$ cat src/rtl/eth_port_status.sv
// rtl/eth_port_status.sv - PHY reset sequencer, link/fault synchroniser and link/activity LED driver
// Staggered initial PHY release, one-at-a-time software re-reset, and per-port LED stretchers.
module eth_port_status #(
    parameter int NUM_PORTS      = 4,
    parameter int RST_CYCLES     = 262144,
    parameter int STAGGER_CYCLES = 1024,
    parameter int BLINK_CYCLES   = 6250000,
    parameter int SYNC_STAGES    = 2
) (
    input  logic                 clk,
    input  logic                 rst,
    input  logic [NUM_PORTS-1:0] link_up,
    input  logic [NUM_PORTS-1:0] remote_fault,
    input  logic [NUM_PORTS-1:0] rx_activity,
    input  logic [NUM_PORTS-1:0] tx_activity,
    input  logic [NUM_PORTS-1:0] phy_rst_req,
    output logic [NUM_PORTS-1:0] phy_rst_n,
    output logic                 phys_ready,
    output logic [NUM_PORTS-1:0] led_link,
    output logic [NUM_PORTS-1:0] led_act
);

    localparam int SEQ_MAX = (RST_CYCLES > STAGGER_CYCLES) ? RST_CYCLES : STAGGER_CYCLES;
    localparam int SEQ_W   = $clog2(SEQ_MAX + 1);
    localparam int IDX_W   = (NUM_PORTS > 1) ? $clog2(NUM_PORTS) : 1;
    localparam int BLINK_W = (BLINK_CYCLES > 1) ? $clog2(BLINK_CYCLES) : 1;
    localparam int ACT_W   = $clog2(2 * BLINK_CYCLES);

    localparam logic [SEQ_W-1:0]   RST_LAST   = SEQ_W'(RST_CYCLES - 1);
    localparam logic [SEQ_W-1:0]   STG_LAST   = SEQ_W'(STAGGER_CYCLES - 1);
    localparam logic [IDX_W-1:0]   IDX_LAST   = IDX_W'(NUM_PORTS - 1);
    localparam logic [BLINK_W-1:0] BLINK_LAST = BLINK_W'(BLINK_CYCLES - 1);
    localparam logic [ACT_W-1:0]   ACT_LOAD   = ACT_W'(2 * BLINK_CYCLES - 1);
    localparam logic [ACT_W-1:0]   ACT_ON     = ACT_W'(BLINK_CYCLES);

    localparam logic [2:0] ST_HOLD     = 3'd0;
    localparam logic [2:0] ST_RELEASE  = 3'd1;
    localparam logic [2:0] ST_READY    = 3'd2;
    localparam logic [2:0] ST_REHOLD   = 3'd3;
    localparam logic [2:0] ST_RESETTLE = 3'd4;

    logic [2:0]           state;
    logic [SEQ_W-1:0]     seq_cnt;
    logic [IDX_W-1:0]     idx;
    logic [IDX_W-1:0]     sel;
    logic [IDX_W-1:0]     low_idx;
    logic [NUM_PORTS-1:0] pending;
    logic [NUM_PORTS-1:0] req_set;
    logic [NUM_PORTS-1:0] sel_clr;
    logic [NUM_PORTS-1:0] pend_nx;
    logic                 rst_done;
    logic                 stg_done;
    logic                 sel_go;

    always_comb begin
        low_idx = '0;
        for (int i = NUM_PORTS - 1; i >= 0; i--) begin
            if (pending[i]) low_idx = IDX_W'(i);
        end
        rst_done = (seq_cnt == RST_LAST);
        stg_done = (seq_cnt == STG_LAST);
        sel_go   = (pending != '0) &&
                   ((state == ST_READY) || ((state == ST_RESETTLE) && stg_done));
        sel_clr  = sel_go ? (NUM_PORTS'(1) << low_idx) : '0;
        // A port still held in reset cannot queue another reset of itself
        req_set  = phy_rst_req & phy_rst_n;
        pend_nx  = (pending | req_set) & ~sel_clr;
    end

    always_ff @(posedge clk or posedge rst) begin
        if (rst) begin
            state      <= ST_HOLD;
            seq_cnt    <= '0;
            idx        <= '0;
            sel        <= '0;
            pending    <= '0;
            phy_rst_n  <= '0;
            phys_ready <= 1'b0;
        end else begin
            pending <= pend_nx;
            if (sel_go) begin
                sel                <= low_idx;
                phy_rst_n[low_idx] <= 1'b0;
                phys_ready         <= 1'b0;
                seq_cnt            <= '0;
                state              <= ST_REHOLD;
            end else begin
                case (state)
                    ST_HOLD: begin
                        if (rst_done) begin
                            seq_cnt      <= '0;
                            idx          <= '0;
                            phy_rst_n[0] <= 1'b1;
                            state        <= ST_RELEASE;
                        end else begin
                            seq_cnt <= seq_cnt + SEQ_W'(1);
                        end
                    end
                    ST_RELEASE: begin
                        if (stg_done) begin
                            seq_cnt <= '0;
                            if (idx == IDX_LAST) begin
                                phys_ready <= (pend_nx == '0);
                                state      <= ST_READY;
                            end else begin
                                idx                          <= idx + IDX_W'(1);
                                phy_rst_n[idx + IDX_W'(1)]   <= 1'b1;
                            end
                        end else begin
                            seq_cnt <= seq_cnt + SEQ_W'(1);
                        end
                    end
                    ST_READY: begin
                        seq_cnt <= '0;
                    end
                    ST_REHOLD: begin
                        if (rst_done) begin
                            seq_cnt        <= '0;
                            phy_rst_n[sel] <= 1'b1;
                            state          <= ST_RESETTLE;
                        end else begin
                            seq_cnt <= seq_cnt + SEQ_W'(1);
                        end
                    end
                    ST_RESETTLE: begin
                        if (stg_done) begin
                            seq_cnt    <= '0;
                            phys_ready <= (pend_nx == '0);
                            state      <= ST_READY;
                        end else begin
                            seq_cnt <= seq_cnt + SEQ_W'(1);
                        end
                    end
                    default: begin
                        seq_cnt <= '0;
                        state   <= ST_HOLD;
                    end
                endcase
            end
        end
    end

    logic [NUM_PORTS-1:0] link_pipe  [SYNC_STAGES];
    logic [NUM_PORTS-1:0] fault_pipe [SYNC_STAGES];
    logic [NUM_PORTS-1:0] sync_link;
    logic [NUM_PORTS-1:0] sync_fault;

    always_ff @(posedge clk or posedge rst) begin
        if (rst) begin
            for (int s = 0; s < SYNC_STAGES; s++) begin
                link_pipe[s]  <= '0;
                fault_pipe[s] <= '0;
            end
        end else begin
            link_pipe[0]  <= link_up;
            fault_pipe[0] <= remote_fault;
            for (int s = 1; s < SYNC_STAGES; s++) begin
                link_pipe[s]  <= link_pipe[s-1];
                fault_pipe[s] <= fault_pipe[s-1];
            end
        end
    end

    assign sync_link  = link_pipe[SYNC_STAGES-1];
    assign sync_fault = fault_pipe[SYNC_STAGES-1];

    logic [BLINK_W-1:0] blink_cnt;
    logic               blink_phase;

    always_ff @(posedge clk or posedge rst) begin
        if (rst) begin
            blink_cnt   <= '0;
            blink_phase <= 1'b0;
        end else if (blink_cnt == BLINK_LAST) begin
            blink_cnt   <= '0;
            blink_phase <= ~blink_phase;
        end else begin
            blink_cnt <= blink_cnt + BLINK_W'(1);
        end
    end

    for (genvar i = 0; i < NUM_PORTS; i++) begin : g_port
        logic [ACT_W-1:0] act_cnt;
        logic             act_pend;
        logic             port_on;
        logic             act;
        logic             link_q;
        logic             act_q;

        assign port_on = sync_link[i] & phy_rst_n[i];
        assign act     = (rx_activity[i] | tx_activity[i]) & port_on;

        // A second event during a flash queues exactly one more full on/off flash
        always_ff @(posedge clk or posedge rst) begin
            if (rst) begin
                act_cnt  <= '0;
                act_pend <= 1'b0;
                link_q   <= 1'b0;
                act_q    <= 1'b0;
            end else begin
                link_q <= port_on & (~sync_fault[i] | blink_phase);
                act_q  <= port_on & (act_cnt >= ACT_ON);
                if (!port_on) begin
                    act_cnt  <= '0;
                    act_pend <= 1'b0;
                end else if (act_cnt == '0) begin
                    if (act || act_pend) begin
                        act_cnt  <= ACT_LOAD;
                        act_pend <= 1'b0;
                    end
                end else begin
                    act_cnt <= act_cnt - ACT_W'(1);
                    if (act) act_pend <= 1'b1;
                end
            end
        end

        assign led_link[i] = link_q;
        assign led_act[i]  = act_q;
    end

endmodule

$ cat config.mk
export PLATFORM = sky130hd
export DESIGN_NAME = eth_port_status
export DESIGN_NICKNAME = d
export VERILOG_FILES = /design/src/rtl/eth_port_status.sv
export SDC_FILE = /design/constraint.sdc
export NUM_CORES = 1
export LEC_CHECK = 0
export CORE_ASPECT_RATIO = 0.8
export CORE_MARGIN = 2
export CORE_UTILIZATION = 61
export DETAILED_ROUTE_END_ITERATION = 6
export PLACE_DENSITY = 0.8
export SYNTH_ARGS = -nofsm -noshare
export SYNTH_HDL_FRONTEND = slang
export SYNTH_SLANG_ARGS = --single-unit
export TNS_END_PERCENT = 1
$ cat constraint.sdc
create_clock -name clk -period 7.8 [get_ports clk]
set_input_delay 1.56 -clock clk [delete_from_list [all_inputs] [get_ports clk]]
set_output_delay 1.56 -clock clk [all_outputs]
set_load 0.01 [all_outputs]
# ---- Word level (Yosys, flattened, before mapping)
# Index checks and enable logic that the tools add are counted.
dict set report totals {
  word_cells 211
  regBits 183
  inputBits 22
  out_inout_bits 13
}
dict set report classes {
  n_bitwise 38
  order_cmp 10
  eq_ne 26
  n_reduce_logical 32
  n_addsub 7
  shifts 1
  mux 67
}
# op count
set op_table {}
lappend op_table {{two-way mux 24 bit} 12}
lappend op_table {{greater-or-equal comparator 24 x 23 -> 1 bit (second input constant)} 4}
lappend op_table {{logical NOT 24 bit} 4}
lappend op_table {{subtractor 24 x 1 -> 24 bit (second input constant)} 4}
lappend op_table {{two-way mux 19 bit} 3}
lappend op_table {{case mux 19 bit (2 select lines)} 1}
lappend op_table {{two-way mux 1 bit} 24}
lappend op_table {{adder 23 x 1 -> 23 bit (second input constant)} 1}
lappend op_table {{equality test 23 bit (second input constant)} 1}
lappend op_table {{two-way mux 23 bit} 1}
lappend op_table {{two-way mux 4 bit} 5}
lappend op_table {{adder 19 x 1 -> 19 bit (second input constant)} 1}
lappend op_table {{equality test 19 x 10 -> 1 bit (second input constant)} 1}
lappend op_table {{equality test 19 x 18 -> 1 bit (second input constant)} 1}
lappend op_table {{two-way mux 3 bit} 6}
lappend op_table {{inequality test 3 bit (second input constant)} 6}
lappend op_table {{bitwise AND 1 bit} 16}
lappend op_table {{case mux 3 bit (5 select lines)} 1}
lappend op_table {{two-way mux 2 bit} 7}
lappend op_table {{bitwise AND 4 bit} 3}
lappend op_table {{inequality test 3 x 1 -> 1 bit (second input constant)} 4}
lappend op_table {{inequality test 3 x 2 -> 1 bit (second input constant)} 4}
lappend op_table {{OR 4 bit} 3}
lappend op_table {{AND reduction 5 bit} 2}
lappend op_table {{28 further kinds} 66}

# ---- Longest topological paths before layout
dict set report logic_depth {
  ltp_word 13
  ltp_mapped 9
  ltp_nobuf 8
}

# ---- Worst setup path after synthesis
# Ideal clock, no wire load.
dict set report synth_timing {
  kind {register -> register}
  start {register seq_cnt[15]}
  end {register phy_rst_n[0]}
  t_arrival_ns 2.645
  n_path_buf 0
  path_stages_with_launch 7
  period_less_slack_ns 2.770
  setup_time_ns 0.125
  setup_slack_ns 5.030
  t_required_ns 7.675
  cell_sequence {dfrtp_1 -> or4_1 -> or4_4 -> or2_2 -> or4_1 -> a21oi_1 -> mux2_2}
}
dict set report synth_between {
  elab_chain_cells 6
  word_cells_on_any_way 12
  classes_between {eq/ne: 6; mux: 1; reduce/logical: 5}
}
# element line_no
set synth_lines {}
lappend synth_lines {{from (decl)} 43} ;# logic [SEQ_W-1:0] seq_cnt;
lappend synth_lines {{from (signal assigned)} 96} ;# seq_cnt <= seq_cnt + SEQ_W'(1);
lappend synth_lines {{from (signal assigned)} 110} ;# seq_cnt <= seq_cnt + SEQ_W'(1);
lappend synth_lines {{from (signal assigned)} 122} ;# seq_cnt <= seq_cnt + SEQ_W'(1);
lappend synth_lines {{equality test 19 x 10 -> 1 bit} 61} ;# stg_done = (seq_cnt == STG_LAST);
lappend synth_lines {{logical AND 1 bit} 63} ;# ((state == ST_READY) || ((state == ST_RESETTLE) && stg_done));
lappend synth_lines {{logical OR 1 bit} 63}
lappend synth_lines {{logical AND 1 bit} 62} ;# sel_go = (pending != '0) &&
lappend synth_lines {{inequality test 3 bit (no source line) or nonzero test 4 bit (tied branches)} n/a}
lappend synth_lines {{AND reduction 5 bit (no source line)} n/a}
lappend synth_lines {{to (signal assigned)} 77} ;# phy_rst_n <= '0;
lappend synth_lines {{to (signal, indexed assignment)} 83} ;# phy_rst_n[low_idx] <= 1'b0;
lappend synth_lines {{to (signal assigned)} 93} ;# phy_rst_n[0] <= 1'b1;
lappend synth_lines {{to (decl)} 17} ;# output logic [NUM_PORTS-1:0] phy_rst_n,
# Several ways; a longest one is shown, not always the timed one.
# A chain may end at the register's enable or synchronous reset.

# ---- Worst setup path after layout
dict set report layout_timing {
  start {register g_port[1].act_cnt[4]}
  end {register g_port[1].act_cnt[23]}
}
dict set report layout_between {
  elab_chain_cells 3
  word_cells_on_any_way 5
  classes_between {add/sub: 1; eq/ne: 1; mux: 2; reduce/logical: 1}
}
# element line_no
set layout_lines {}
lappend layout_lines {{from (decl)} 183} ;# logic [ACT_W-1:0] act_cnt;
lappend layout_lines {{from (signal assigned)} 212} ;# act_cnt <= act_cnt - ACT_W'(1);
lappend layout_lines {{subtractor 24 x 1 -> 24 bit or logical NOT 24 bit (tied branches)} {212, 206}}
lappend layout_lines {{two-way mux 24 bit} 206} ;# end else if (act_cnt == '0) begin
lappend layout_lines {{two-way mux 24 bit} 203} ;# if (!port_on) begin
# Several ways; a longest one is shown, not always the timed one.

==> results.txt <==
DP Wirelength = 12740 um
Yosys top cell area share = 50.17%
critical path's largest stage delay = 0.87 ns
Row Count = 39
TritonCTS Buffers = 17
Pint = 1.440 mW
initial antenna violation count = 0
status = completed
Mean Syn Cell Area = 9.538 um^2
clk_skew = 0.005587 ns
share of layout cells above drive strength 1 = 5.561%
final setup margin = 4.308 ns
all-layer global routing usage = 24.99%
y dimension of the die = 113.4 um
Synth async-reset ratio = 100.0%
post-synthesis cell area = 9128 um^2
fin area = 10110 um^2
top area cells in the synthesized netlist = dfrtp_1, nor2_1, xnor2_1
clk slew on worst S/H paths = 0.07 ns
Max FO, Critical Path = 20
# setup viols final = 0
clk_lat worst skew = 0.42 ns
Tightest Pin Transition = 0.8597 ns
register bit total from synthesis = 183
area of the multi-input gates = 4269 um^2
GRT Residual Overflow = 0
min Tclk post-route = 3.492 ns
register area share after synthesis = 50.17%
crit-path most repeated cell = or4_1
# DRC = 0
RSZ-0062 raised after global routing = false
Setup Total Neg Slack = 0 ns
dpl ws = 4.194 ns
drt wl/cell = 16.32 um
commonest non-fill, non-tap cell in the layout = dfrtp_1
combinational share of power = 2.3%
Slew Viols, Final = 0
TritonRoute pass-1 iters = 6
CP Class = flip-flop to flip-flop
Maximum Capacitance Violations = 0
CTS Buffer Depth = 2
Yosys Warn Count = 0
# clock sinks = 183
Cells after Synth = 957
num ports = 35
share of the core filled with cells in the final layout = 70.03%
Clk Tree Root Cell = clkbuf_16
Clock Power Share = 45.2%
Syn Nets = 993
ant diodes = 0
Cell Chain, Critical Path = or4_1 -> nor2_1 -> nand4_1 -> or4_1 -> nand2_1 -> o41ai_1
startpoint types = flip-flop
Worst setup EP type = flip-flop
port bufs = 34
die area = 15960 um^2
Switching Share = 20.75%
leakage = 4.713 nW
top_reg_cell synth = dfrtp_1
# hold bufs at CTS = 0
Synth cell types = 61
total power = 1.818 mW
Vias/cell = 6.146
Sw Pwr = 377.2 uW
Iteration-0 DRC Markers = 978
Die X-Extent = 140.8 um
Flop pwr share = 52.5%
Rel. slew slack = 42.68%
sequential cell area = 4579 um^2
period utilisation layout = 44.77%
Core ar. = 14440 um^2
CTS tree = built
Hold Slack = 0.3452 ns
PD cells = 179.7 nW/um^2
peak supply drop = 0.1550 mV
Non-Filler Instances = 1173
CP max stage cell = or4_1
Final Hold Viols = 0
Initial Utilization = 63.19%
Worst EP required = 8.09 ns
Routed WL = 19150 um
post-layout net count = 1012
leading area contributor after synthesis = dfrtp_1
largest net degree at the start of global routing = 116
first-pass GRT wire length = 32350 um
placed cell count = 1141
f_max = 286.4 MHz
H-tree depth = 4
worst min-delay path class = flip-flop to flip-flop
via count = 7209
most frequent cells in the layout = dfrtp_1, nor2_1, nand2_1
Post-CTS Setup Bufs = 0
remaining antenna violation count = 0
EDFF count, synth = 0
CTS resizes = 0
fill count = 1105
Area growth syn-to-layout = 10.82%
routability cong. = 0.8484
placed cell area = 9550 um^2
CP arrival = 3.78 ns
vias in the first global route = 6530
logic make-up after synthesis:
group / count (synthesis) / synth area share (%)
adder cells (fa/ha/maj): 14 / 1.919
multiplexers: 8 / 0.9321
XOR/XNOR: 71 / 6.813
buffers and inverters: 64 / 3.125
AND/OR/NAND/NOR: 431 / 23.73
flip-flops: 183 / 50.17
AO/OA/AOI/OAI: 186 / 13.31
worst paths after layout:
path / start / end / slack (ns) / cells after the start
max in group asynchronous: rst / g_port[3].act_cnt[4] / 4.73 / 3
hold / removal: fault_pipe[5] / sync_fault[1] / 0.35 / 0
hold reg to reg: fault_pipe[5] / sync_fault[1] / 0.35 / 0
setup / recovery: g_port[1].act_cnt[4] / g_port[1].act_cnt[23] / 4.31 / 6
min in group asynchronous: rst / link_pipe[6] / 1.68 / 2
setup reg to reg: g_port[1].act_cnt[4] / g_port[1].act_cnt[23] / 4.31 / 6
worst max-delay path, delay by kind of cell (launching register included):
| kind | cells | cell delay (ns) |
|---|---|---|
| DFF | 1 | 0.43 |
| AOI/OAI and AO/OA | 1 | 0.11 |
| and+or+nand+nor | 5 | 2.82 |
cell usage after synthesis (all sizes together) (11+ instances only):
cell    number
dfrtp      183
nor2       133
nand2       72
a21oi       67
nor3        62
xnor2       48
a211oi      40
nand3       35
inv         27
clkbuf      25
o21ai       25
xor2        23
nor4        22
or3         18
or4         18
ha          14
buf         12
nand4       12
a311oi      11
state kept, by name, indices dropped and copies added, names as in the netlist, 2 cells and up:
signal           cells
blink_cnt           23
fault_pipe           4
g_port.act_cnt      96
g_port.act_pend      4
g_port.act_q         4
g_port.link_q        4
idx                  2
link_pipe            4
pending              4
phy_rst_n            4
sel                  2
seq_cnt             19
state                3
sync_fault           4
sync_link            4
cell type report:
class	instances	area share, %
clock buffer	25	4.899
multi-input combinational	710	42.21
clock inverter	7	0.6804
inverter	27	1.076
timing repair buffer	37	3.587
tap	184	2.276
sequential	183	45.27
per-layer routing:
metal / GRT usage (%) / part of all wire [%] / up-vias
met2: 35.41 / 45 / 219
met3: 5.961 / 5.6 / 23
li1: - / - / 3490
met4: 6.333 / 0.99 / 0
met5: 0 / 0 / -
met1: 38.95 / 49 / 3477
power groups by stage:
stage	clock network (mW)	registers, mW	logic [mW]
finish	0.821	0.955	0.0417
global route	0.879	0.954	0.0479
CTS	0.833	0.955	0.0432
detailed placement	0	0.972	0.0432
global placement	0	0.972	0.0426
floorplan	0	0.972	0.0232
Note: power is estimated with default switching activity, not from simulation.
